**src/rtl/brownout_seq_pkg.sv**
```systemverilog
// Shared types and default widths for the brownout reset sequencer.
// State encoding is fixed because it is exported on the state port.
package brownout_seq_pkg;

    localparam int DEB_W_DEF  = 4;
    localparam int HOLD_W_DEF = 8;
    localparam int CNT_W_DEF  = 8;

    typedef enum logic [1:0] {
        BO_DISABLED = 2'd0,
        BO_ARMED    = 2'd1,
        BO_ASSERT   = 2'd2,
        BO_HOLD     = 2'd3
    } bo_state_e;

endpackage

```
**src/rtl/brownout_sync.sv**
```systemverilog
// Two-flop synchronizer for an asynchronous comparator output.
// Clears to 0 on reset so no fault is seen until real samples arrive.
module brownout_sync (
    input  logic clk_i,
    input  logic rst_i,
    input  logic d_i,
    output logic q_o
);

    logic meta_q;
    logic sync_q;

    always_ff @(posedge clk_i or posedge rst_i) begin
        if (rst_i) begin
            meta_q <= 1'b0;
            sync_q <= 1'b0;
        end else begin
            meta_q <= d_i;
            sync_q <= meta_q;
        end
    end

    assign q_o = sync_q;

endmodule

```
**src/rtl/brownout_rst_seq.sv**
```systemverilog
// Brownout/undervoltage reset sequencer: debounce, assert, timed hold.
// Keeps sticky cause flags and a saturating count of fault entries.
module brownout_rst_seq
    import brownout_seq_pkg::*;
#(
    parameter int DEB_W  = DEB_W_DEF,
    parameter int HOLD_W = HOLD_W_DEF,
    parameter int CNT_W  = CNT_W_DEF
) (
    input  logic              osc_ck,
    input  logic              rst,
    input  logic              ena,
    input  logic              brout,
    input  logic              vunder,
    input  logic [DEB_W-1:0]  deb_cfg,
    input  logic [HOLD_W-1:0] hold_cfg,
    input  logic              clr_flags,
    output logic              rst_out,
    output logic              brout_flag,
    output logic              vunder_flag,
    output logic [CNT_W-1:0]  event_cnt,
    output logic [1:0]        state
);

    localparam logic [1:0] S_DIS  = BO_DISABLED;
    localparam logic [1:0] S_ARM  = BO_ARMED;
    localparam logic [1:0] S_ASRT = BO_ASSERT;
    localparam logic [1:0] S_HOLD = BO_HOLD;

    logic brout_s;
    logic vunder_s;
    logic fault_s;
    logic qual;
    logic enter_asrt;

    logic [1:0]        state_q, state_d;
    logic [DEB_W-1:0]  deb_q, deb_d;
    logic [HOLD_W-1:0] hold_q, hold_d;
    logic [CNT_W-1:0]  evt_q, evt_d;
    logic              rst_out_q, rst_out_d;
    logic              bflag_q, bflag_d;
    logic              vflag_q, vflag_d;

    brownout_sync u_sync_brout (
        .clk_i (osc_ck),
        .rst_i (rst),
        .d_i   (brout),
        .q_o   (brout_s)
    );

    brownout_sync u_sync_vunder (
        .clk_i (osc_ck),
        .rst_i (rst),
        .d_i   (vunder),
        .q_o   (vunder_s)
    );

    assign fault_s = brout_s | vunder_s;
    assign qual    = fault_s && (deb_q == deb_cfg);

    // Debounce saturates so a long fault cannot wrap into a false match.
    always_comb begin
        deb_d = deb_q;
        if (!ena || state_q == S_DIS || !fault_s) begin
            deb_d = '0;
        end else if (deb_q != '1) begin
            deb_d = deb_q + DEB_W'(1);
        end
    end

    always_comb begin
        state_d = state_q;
        hold_d  = hold_q;
        if (!ena) begin
            state_d = S_DIS;
            hold_d  = '0;
        end else begin
            unique case (state_q)
                S_DIS: begin
                    state_d = S_HOLD;
                    hold_d  = '0;
                end
                S_ARM: begin
                    if (qual) begin
                        state_d = S_ASRT;
                    end
                end
                S_ASRT: begin
                    if (!fault_s) begin
                        state_d = S_HOLD;
                        hold_d  = '0;
                    end
                end
                S_HOLD: begin
                    if (qual) begin
                        state_d = S_ASRT;
                        hold_d  = '0;
                    end else if (hold_q == hold_cfg) begin
                        state_d = S_ARM;
                        hold_d  = '0;
                    end else begin
                        hold_d = hold_q + HOLD_W'(1);
                    end
                end
                default: begin
                    state_d = S_HOLD;
                    hold_d  = '0;
                end
            endcase
        end
    end

    assign enter_asrt = (state_d == S_ASRT) && (state_q != S_ASRT);
    assign rst_out_d  = (state_d == S_ASRT) || (state_d == S_HOLD);

    // A coincident entry beats clr_flags: flags set, count restarts at 1.
    always_comb begin
        bflag_d = bflag_q & ~clr_flags;
        vflag_d = vflag_q & ~clr_flags;
        evt_d   = clr_flags ? '0 : evt_q;
        if (enter_asrt) begin
            if (brout_s) begin
                bflag_d = 1'b1;
            end
            if (vunder_s) begin
                vflag_d = 1'b1;
            end
            if (clr_flags) begin
                evt_d = CNT_W'(1);
            end else if (evt_q != '1) begin
                evt_d = evt_q + CNT_W'(1);
            end
        end
    end

    always_ff @(posedge osc_ck or posedge rst) begin
        if (rst) begin
            state_q   <= S_HOLD;
            deb_q     <= '0;
            hold_q    <= '0;
            evt_q     <= '0;
            rst_out_q <= 1'b1;
            bflag_q   <= 1'b0;
            vflag_q   <= 1'b0;
        end else begin
            state_q   <= state_d;
            deb_q     <= deb_d;
            hold_q    <= hold_d;
            evt_q     <= evt_d;
            rst_out_q <= rst_out_d;
            bflag_q   <= bflag_d;
            vflag_q   <= vflag_d;
        end
    end

    assign rst_out     = rst_out_q;
    assign brout_flag  = bflag_q;
    assign vunder_flag = vflag_q;
    assign event_cnt   = evt_q;
    assign state       = state_q;

endmodule

```
**config.mk**
```make
export PLATFORM = sky130hd
export DESIGN_NAME = brownout_rst_seq
export DESIGN_NICKNAME = d
export VERILOG_FILES = /design/src/rtl/brownout_seq_pkg.sv /design/src/rtl/brownout_sync.sv /design/src/rtl/brownout_rst_seq.sv
export SDC_FILE = /design/constraint.sdc
export NUM_CORES = 1
export LEC_CHECK = 0
export ABC_AREA = 1
export ABC_CLOCK_PERIOD_IN_PS = 3500
export BUFFER_PORTS_ARGS = -buffer_cell sky130_fd_sc_hd__buf_4
export CAP_MARGIN = 20
export CORE_MARGIN = 4
export CORE_UTILIZATION = 42
export DETAILED_ROUTE_END_ITERATION = 7
export PLACE_DENSITY = 0.62
export SYNTH_ARGS = -nofsm -noshare
export SYNTH_HDL_FRONTEND = slang
export SYNTH_SLANG_ARGS = --single-unit
export TNS_END_PERCENT = 20
```
**constraint.sdc**
```tcl
create_clock -name osc_ck -period 3.5 [get_ports osc_ck]
set_input_delay 1.05 -clock osc_ck [delete_from_list [all_inputs] [get_ports osc_ck]]
set_output_delay 1.05 -clock osc_ck [all_outputs]
set_load 0.01 [all_outputs]
```
==> impl_metrics.csv, run 1 <==
group,metric,value,unit
floorplanning,rows,23,
synth,synthCells,251,
finish,final_cells,336,
clocking,cts_resized,0,
routing,drc,0,
timing,fin_hold_ws,0.351,ns
clocking,cts-root-buf,"clkbuf_8",
power,vdd_drop_max,0.000232,V
global_routing,grt_max_degree,30,
timing,maxSlewHeadroom,65.2,%
finish,diodes,0,
clocking,clockBufferDepth,2,
min_path,whs_path_depth,0,
timing,skew,0.00381,ns
status,status,"finished, final reports clean",
routing,vias,1618,
clocking,clk_pin_slew,0.06,ns
clocking,htreeDepth,2,
placement,place_inst,328,
clocking,clock_latency,0.28,ns
power,p_leak,0.00115,uW
clocking,cts_hold_buf,0,
worst_setup_path,rrSetupSlack,1.23,ns
worst_setup_path,arrival,2.50,ns
synth,synthSimpleGateAreaFrac,34.2,%
global_routing,antenna_found_initial,0,
worst_setup_path,start_kind,"input pin",
timing,hold_viol_final,0,
power,powerDensity,440,nW/um^2
timing,period_needed,2.33,ns
worst_setup_path,r2r-end,"event_cnt[5]$_DFF_PP0_",
synth,syn_avg_cell_area,7.40,sq um
worst_setup_path,critPathMaxFanout,11,
floorplanning,die_h,74.5,microns
worst_setup_path,r2r_start,"state[1]$_DFF_PP1_",
worst_setup_path,r2r_cells,9,
floorplanning,die_area,5550,sq um
timing,slew_violations,0,
finish,nets,311,
synth,yosysUniqueCellTypes,31,
timing,setup_tns,0,ns
synth,synthAdderAreaFrac,5.39,%
finish,area_growth,20.6,%
clocking,cts_inserted_buffers,5,
floorplanning,num_io_pins,31,
finish,fillers,427,
placement,numPortBuffers,30,
synth,syn_area,1860,sq um
global_routing,grt_pass1_vias,1526,
worst_setup_path,crit_required,3.67,ns
min_path,hold_class,"register to register",
floorplanning,start_util,44.8,%
clocking,cts_tree,"built",
routing,wl_per_cell,11.3,microns
timing,rsz0062_at_grt,"false",
timing,setup_viol,0,
routing,antenna_left,0,
synth,ys_seq_area_share,39.3,%
worst_setup_path,startpoint,"deb_cfg[2]",
floorplanning,core-area,4140,sq um
global_routing,grt_use_total,15.8,%
global_routing,grt_pass1_wl,6.62,mm
clocking,clock_sinks,29,
synth,synth_compound_area_share,7.68,%
clocking,postCtsSetupBuffers,0,
global_routing,grt_overflow,0,
worst_setup_path,endpoint,"event_cnt[5]$_DFF_PP0_",
timing,max_freq,429,MHz
synth,synth_fp_nets,277,
routing,via_per_inst,4.82,
synth,ys_ff_latch,29,
routing,firstDrtPassIters,6,
synth,synth_top_family_by_area,"simple AND/OR/NAND/NOR gates",
finish,drive_above_1_share,20.3,%
placement,gp_congestion,0.804,
placement,dp_hpwl,2.92,mm
run,maxCapViolCount,0,
routing,wirelength,3.79,mm
worst_setup_path,cp-end-kind,"register",
worst_setup_path,timing_worst_setup_path_type,"input pin to register",
floorplanning,die_w,74.5,microns
routing,drt_iter0_drc,72,
timing,timing.final.crit_share,66.6,%
synth,yosysWarnings,0,
synth,synth_xor_area_share,4.24,%
synth,synth_mux_area_share,0,%
timing,tightest_slew,0.519,ns
-- cells in the mapped netlist (all sizes together) --
master,instances,area share [%]
a211oi,2,0.81
a21boi,1,0.61
a21oi,10,2.9
a31oi,2,0.67
and2,1,0.34
and3,1,0.34
buf,4,1.5
dfrtp,26,35
dfstp,3,4.2
ha,8,5.4
inv,38,7.7
nand2,74,15
nand3,12,3.8
nand4,12,4.0
nor2,29,6.9
nor3,6,2.2
nor3b,1,0.67
o21ai,10,2.7
or2,2,0.81
xnor2,6,2.8
xor2,3,1.4
-- flip-flops by register name, indices dropped and copies added (netlist names) --
register / flops
u_sync_vunder.meta_q: 1
event_cnt: 8
rst_out: 1
deb_q: 4
u_sync_brout.q_o: 1
u_sync_vunder.q_o: 1
u_sync_brout.meta_q: 1
vunder_flag: 1
state: 2
brout_flag: 1
hold_q: 8
-- routing by layer --
layer / global-route usage, % / part of all wire [%]
met1: 20.4 / 47
met2: 25.5 / 47
met3: 4.32 / 4.6
met4: 5.93 / 1.6
met5: 0 / 0
-- logic make-up after synthesis --
family | count (synthesis)
AO/OA/AOI/OAI | 25
buffers and inverters | 42
XOR/XNOR | 9
AND/OR/NAND/NOR | 138
flip-flops | 29
adder cells (fa/ha/maj) | 8
-- final cells by class --
| cell class | count | area, sq um | area share [%] |
|---|---|---|---|
| Multi-Input combinational cell | 180 | 957 | 42.7 |
| Sequential cell | 29 | 729 | 32.6 |
| Timing Repair Buffer | 31 | 233 | 10.4 |
| Clock buffer | 7 | 86.3 | 3.85 |
| Clock inverter | 1 | 30.0 | 1.34 |
| Inverter | 38 | 143 | 6.37 |
| Tap cell | 50 | 62.6 | 2.79 |
-- placed cells by master, fill, tap and decap left out, types with 8 or more instances in the layout --
cell type  Yosys  final
nand2_1       73     73
inv_1         34     34
buf_4          1     31
dfrtp_1       26     26
nor2_1        25     25
nand4_1       12     12
nand3_1       10     10
o21ai_0       10     10
a21oi_1        9      9
ha_1           8      8
-- how the worst min path moves through the flow --
| stage | start | endpoint | slack [ns] |
|---|---|---|---|
| 2_1_floorplan | u_sync_brout.meta_q$_DFF_PP0_ | u_sync_brout.q_o$_DFF_PP0_ | 0.33 |
| 6_report | u_sync_vunder.meta_q$_DFF_PP0_ | u_sync_vunder.q_o$_DFF_PP0_ | 0.35 |
| 3_3_place_gp | u_sync_brout.meta_q$_DFF_PP0_ | u_sync_brout.q_o$_DFF_PP0_ | 0.33 |
| 3_5_place_dp | u_sync_brout.meta_q$_DFF_PP0_ | u_sync_brout.q_o$_DFF_PP0_ | 0.34 |
| 4_1_cts | u_sync_brout.meta_q$_DFF_PP0_ | u_sync_brout.q_o$_DFF_PP0_ | 0.35 |
| 5_1_grt | u_sync_brout.meta_q$_DFF_PP0_ | u_sync_brout.q_o$_DFF_PP0_ | 0.36 |
-- per-stage QoR --
step	utilization (%)	setup WS, ns	total power [uW]	area [sq um]
after detailed placement	51.3	0.874	641	2120
after floorplan	-	1.42	572	1860
after global routing	54.1	0.953	1050	2240
after global placement	51.3	0.925	639	2120
after CTS	54.1	1.17	1000	2240
final	54.1	1.17	986	2240
-- critical path: stages --
cell	delay, ns
buf_4	0.11
xor2_1	0.15
nor2_1	0.10
nand2_1	0.09
nand2_1	0.07
nand2_1	0.08
a21boi_2	0.44
nand3_2	0.25
nand2_1	0.11
nand2_1	0.06
-- where the power goes --
group / internal, uW / switching (uW)
registers: 365 / 21.0
logic: 92.8 / 154
clock network: 232 / 122
total: 689 / 297
Power figures use the tool's default switching activity.
==> run 2, diff against run 1 <==
- ABC_CLOCK_PERIOD_IN_PS: 3500 -> 1870
- PLACE_DENSITY: 0.62 -> 0.65
- clock period: 3.5 -> 1.87 ns (I/O delays scaled with it)
==> run 2 against run 1 <==
  * Clock power is 61% higher
  * Clock skew is 0.0025 ns lower
  * Combinational power grew to 2.8 times the previous value
  * Routed wire length is 7.8% higher
  * Sequential share of layout area is 2.2 points lower
  * Sequential power is 85% higher
  * Total power is 99% higher
  * Critical path depth stayed put
  * Core utilization is 4.0 points higher
  * Register-to-register slack worse by 1.2 ns
==> impl_metrics.csv, run 2 (synthesized netlist as in run 1, its figures left out) <==
group,metric,value,unit
worst_setup_path,slowest_delay,0.53,ns
global_routing,grt_max_degree,30,
floorplanning,num_io_pins,31,
placement,pre_cts_ws,-0.00594,ns
worst_setup_path,rrSetupSlack,0.06,ns
timing,rsz0062_at_grt,"true",
worst_setup_path,r2r_cells,10,
finish,final_common_cell,"nand2_1",
timing,fin_hold_ws,0.347,ns
worst_setup_path,r2r-end,"hold_q[6]$_DFFE_PP0P_",
floorplanning,core-area,4140,sq um
status,status,"finished, final reports clean",
finish,area_growth,29.4,%
worst_setup_path,timing_worst_setup_path_type,"register to register",
clocking,cts-root-buf,"clkbuf_8",
clocking,clock_sinks,29,
routing,antenna_left,0,
floorplanning,start_util,44.8,%
finish,final_cells,352,
global_routing,grtUsageMet2,26.1,%
global_routing,use_met1,20.3,%
placement,numPortBuffers,30,
routing,drt_iter0_drc,80,
routing,wirelength,4.09,mm
clocking,cts_hold_buf,0,
clocking,clockBufferDepth,2,
clocking,htreeDepth,2,
timing,worst_slack,0.0555,ns
worst_setup_path,critPathMaxFanout,4,
finish,fin_util,58.0,%
floorplanning,die_area,5550,sq um
global_routing,antenna_found_initial,0,
power,totalPowerFinal,1960,uW
worst_setup_path,r2r_start,"state[0]$_DFF_PP1_",
power,powerDensity,815,nW/um^2
timing,maxSlewHeadroom,74.5,%
placement,gp_congestion,0.809,
min_path,hold_class,"input pin to async pin",
clocking,clk_pin_slew,0.06,ns
routing,wl_per_cell,11.6,microns
worst_setup_path,crit_required,2.04,ns
worst_setup_path,arrival,1.98,ns
routing,firstDrtPassIters,4,
finish,nets,327,
timing,setup_viol,0,
timing,tightest_slew,0.380,ns
power,p_leak,0.00123,uW
clocking,cts_inserted_buffers,5,
timing,period_needed,1.81,ns
timing,max_freq,551,MHz
finish,diodes,0,
global_routing,grt_pass1_wl,6.65,mm
run,maxCapViolCount,0,
global_routing,grt_use_total,15.7,%
worst_setup_path,start_kind,"register",
worst_setup_path,path_cells,"inv_1, ha_2, inv_1, nor2_4, nor3_4, inv_2, and3_1, nand2_1, xor2_1, nor2_1",
timing,skew,0.00126,ns
floorplanning,die_w,74.5,microns
global_routing,grt_overflow,0,
worst_setup_path,cp_common_cell,"inv_1",
floorplanning,die_h,74.5,microns
clocking,clock_latency,0.28,ns
finish,layout_common_cells,"69 x nand2_1, 46 x buf_4, 33 x inv_1",
timing,hold_viol_final,0,
placement,place_inst,341,
worst_setup_path,slowest_stage,"dfstp_2",
global_routing,use_met3,3.65,%
timing,timing.final.crit_share,97.0,%
floorplanning,rows,23,
global_routing,grt_pass1_vias,1528,
finish,drive_above_1_share,28.1,%
timing,slew_violations,0,
placement,dp_hpwl,3.04,mm
clocking,cts_tree,"built",
routing,vias,1706,
routing,via_per_inst,4.85,
routing,drc,0,
power,vdd_drop_max,0.000560,V
global_routing,gr-max-usage-layer,"met2",
worst_setup_path,cp-end-kind,"register",
[run 2: cell count changes in the layout (fill, tap and decap cells not counted), sizes merged]
| cell | previous run | this run |
|---|---|---|
| buf | 31 | 47 |
| bufinv | 1 | 0 |
| clkinv | 0 | 1 |
[run 2: critical path, delay by kind of cell, from the launching register on]
kind / cells / cell delay, ns
XOR/XNOR: 1 / 0.15
adder cells (fa/ha/maj): 1 / 0.23
buffers and inverters: 3 / 0.25
flip-flops: 1 / 0.53
AND/OR/NAND/NOR: 5 / 0.54
[run 2: cell type report]
class                      instances  area, sq um
sequential                        29          729
inverter                          38          143
timing repair buffer              47          357
clock inverter                     1         5.00
multi-input combinational        180         1010
fill                             398         1740
tap                               50         62.6
clock buffer                       7         96.3
[run 2: worst max path at each step]
stage	from	to	slack [ns]	cells after the start
floorplan	state[0]$_DFF_PP1_	hold_q[6]$_DFFE_PP0P_	0.04	9
global placement	deb_cfg[2]	event_cnt[4]$_DFF_PP0_	-0.008	10
detailed placement	state[0]$_DFF_PP1_	hold_q[6]$_DFFE_PP0P_	-0.006	10
CTS	state[1]$_DFF_PP1_	event_cnt[5]$_DFF_PP0_	-0.004	9
global route	state[0]$_DFF_PP1_	hold_q[6]$_DFFE_PP0P_	-0.07	10
finish	state[0]$_DFF_PP1_	hold_q[6]$_DFFE_PP0P_	0.06	10
[run 2: stage by stage]
step	area [sq um]	TNS [ns]
after global placement	2220	-0.0458
final	2400	0
after floorplan	1860	0
after CTS	2340	-0.0126
after global routing	2400	-0.0894
after detailed placement	2220	-0.00725
[run 2: routing by layer]
layer	part of all wire (%)	wire, microns
met3	5.2	211
met4	1.1	46
met1	45	1840
met2	49	1990
met5	0	0
[run 2: where the power goes]
group	total [uW]	internal [uW]	switching (uW)
Combinational	680	312	368
Sequential	714	682	31.8
Clock	567	332	235
Total	1960	1330	635
[run 2: what timing repair did]
action                     4_1_cts  5_1_grt
setup endpoints to repair        6       17
buffers inserted                 2        0
gates cloned                     0        1
gates resized for setup          0       15
pin swaps                        1        6
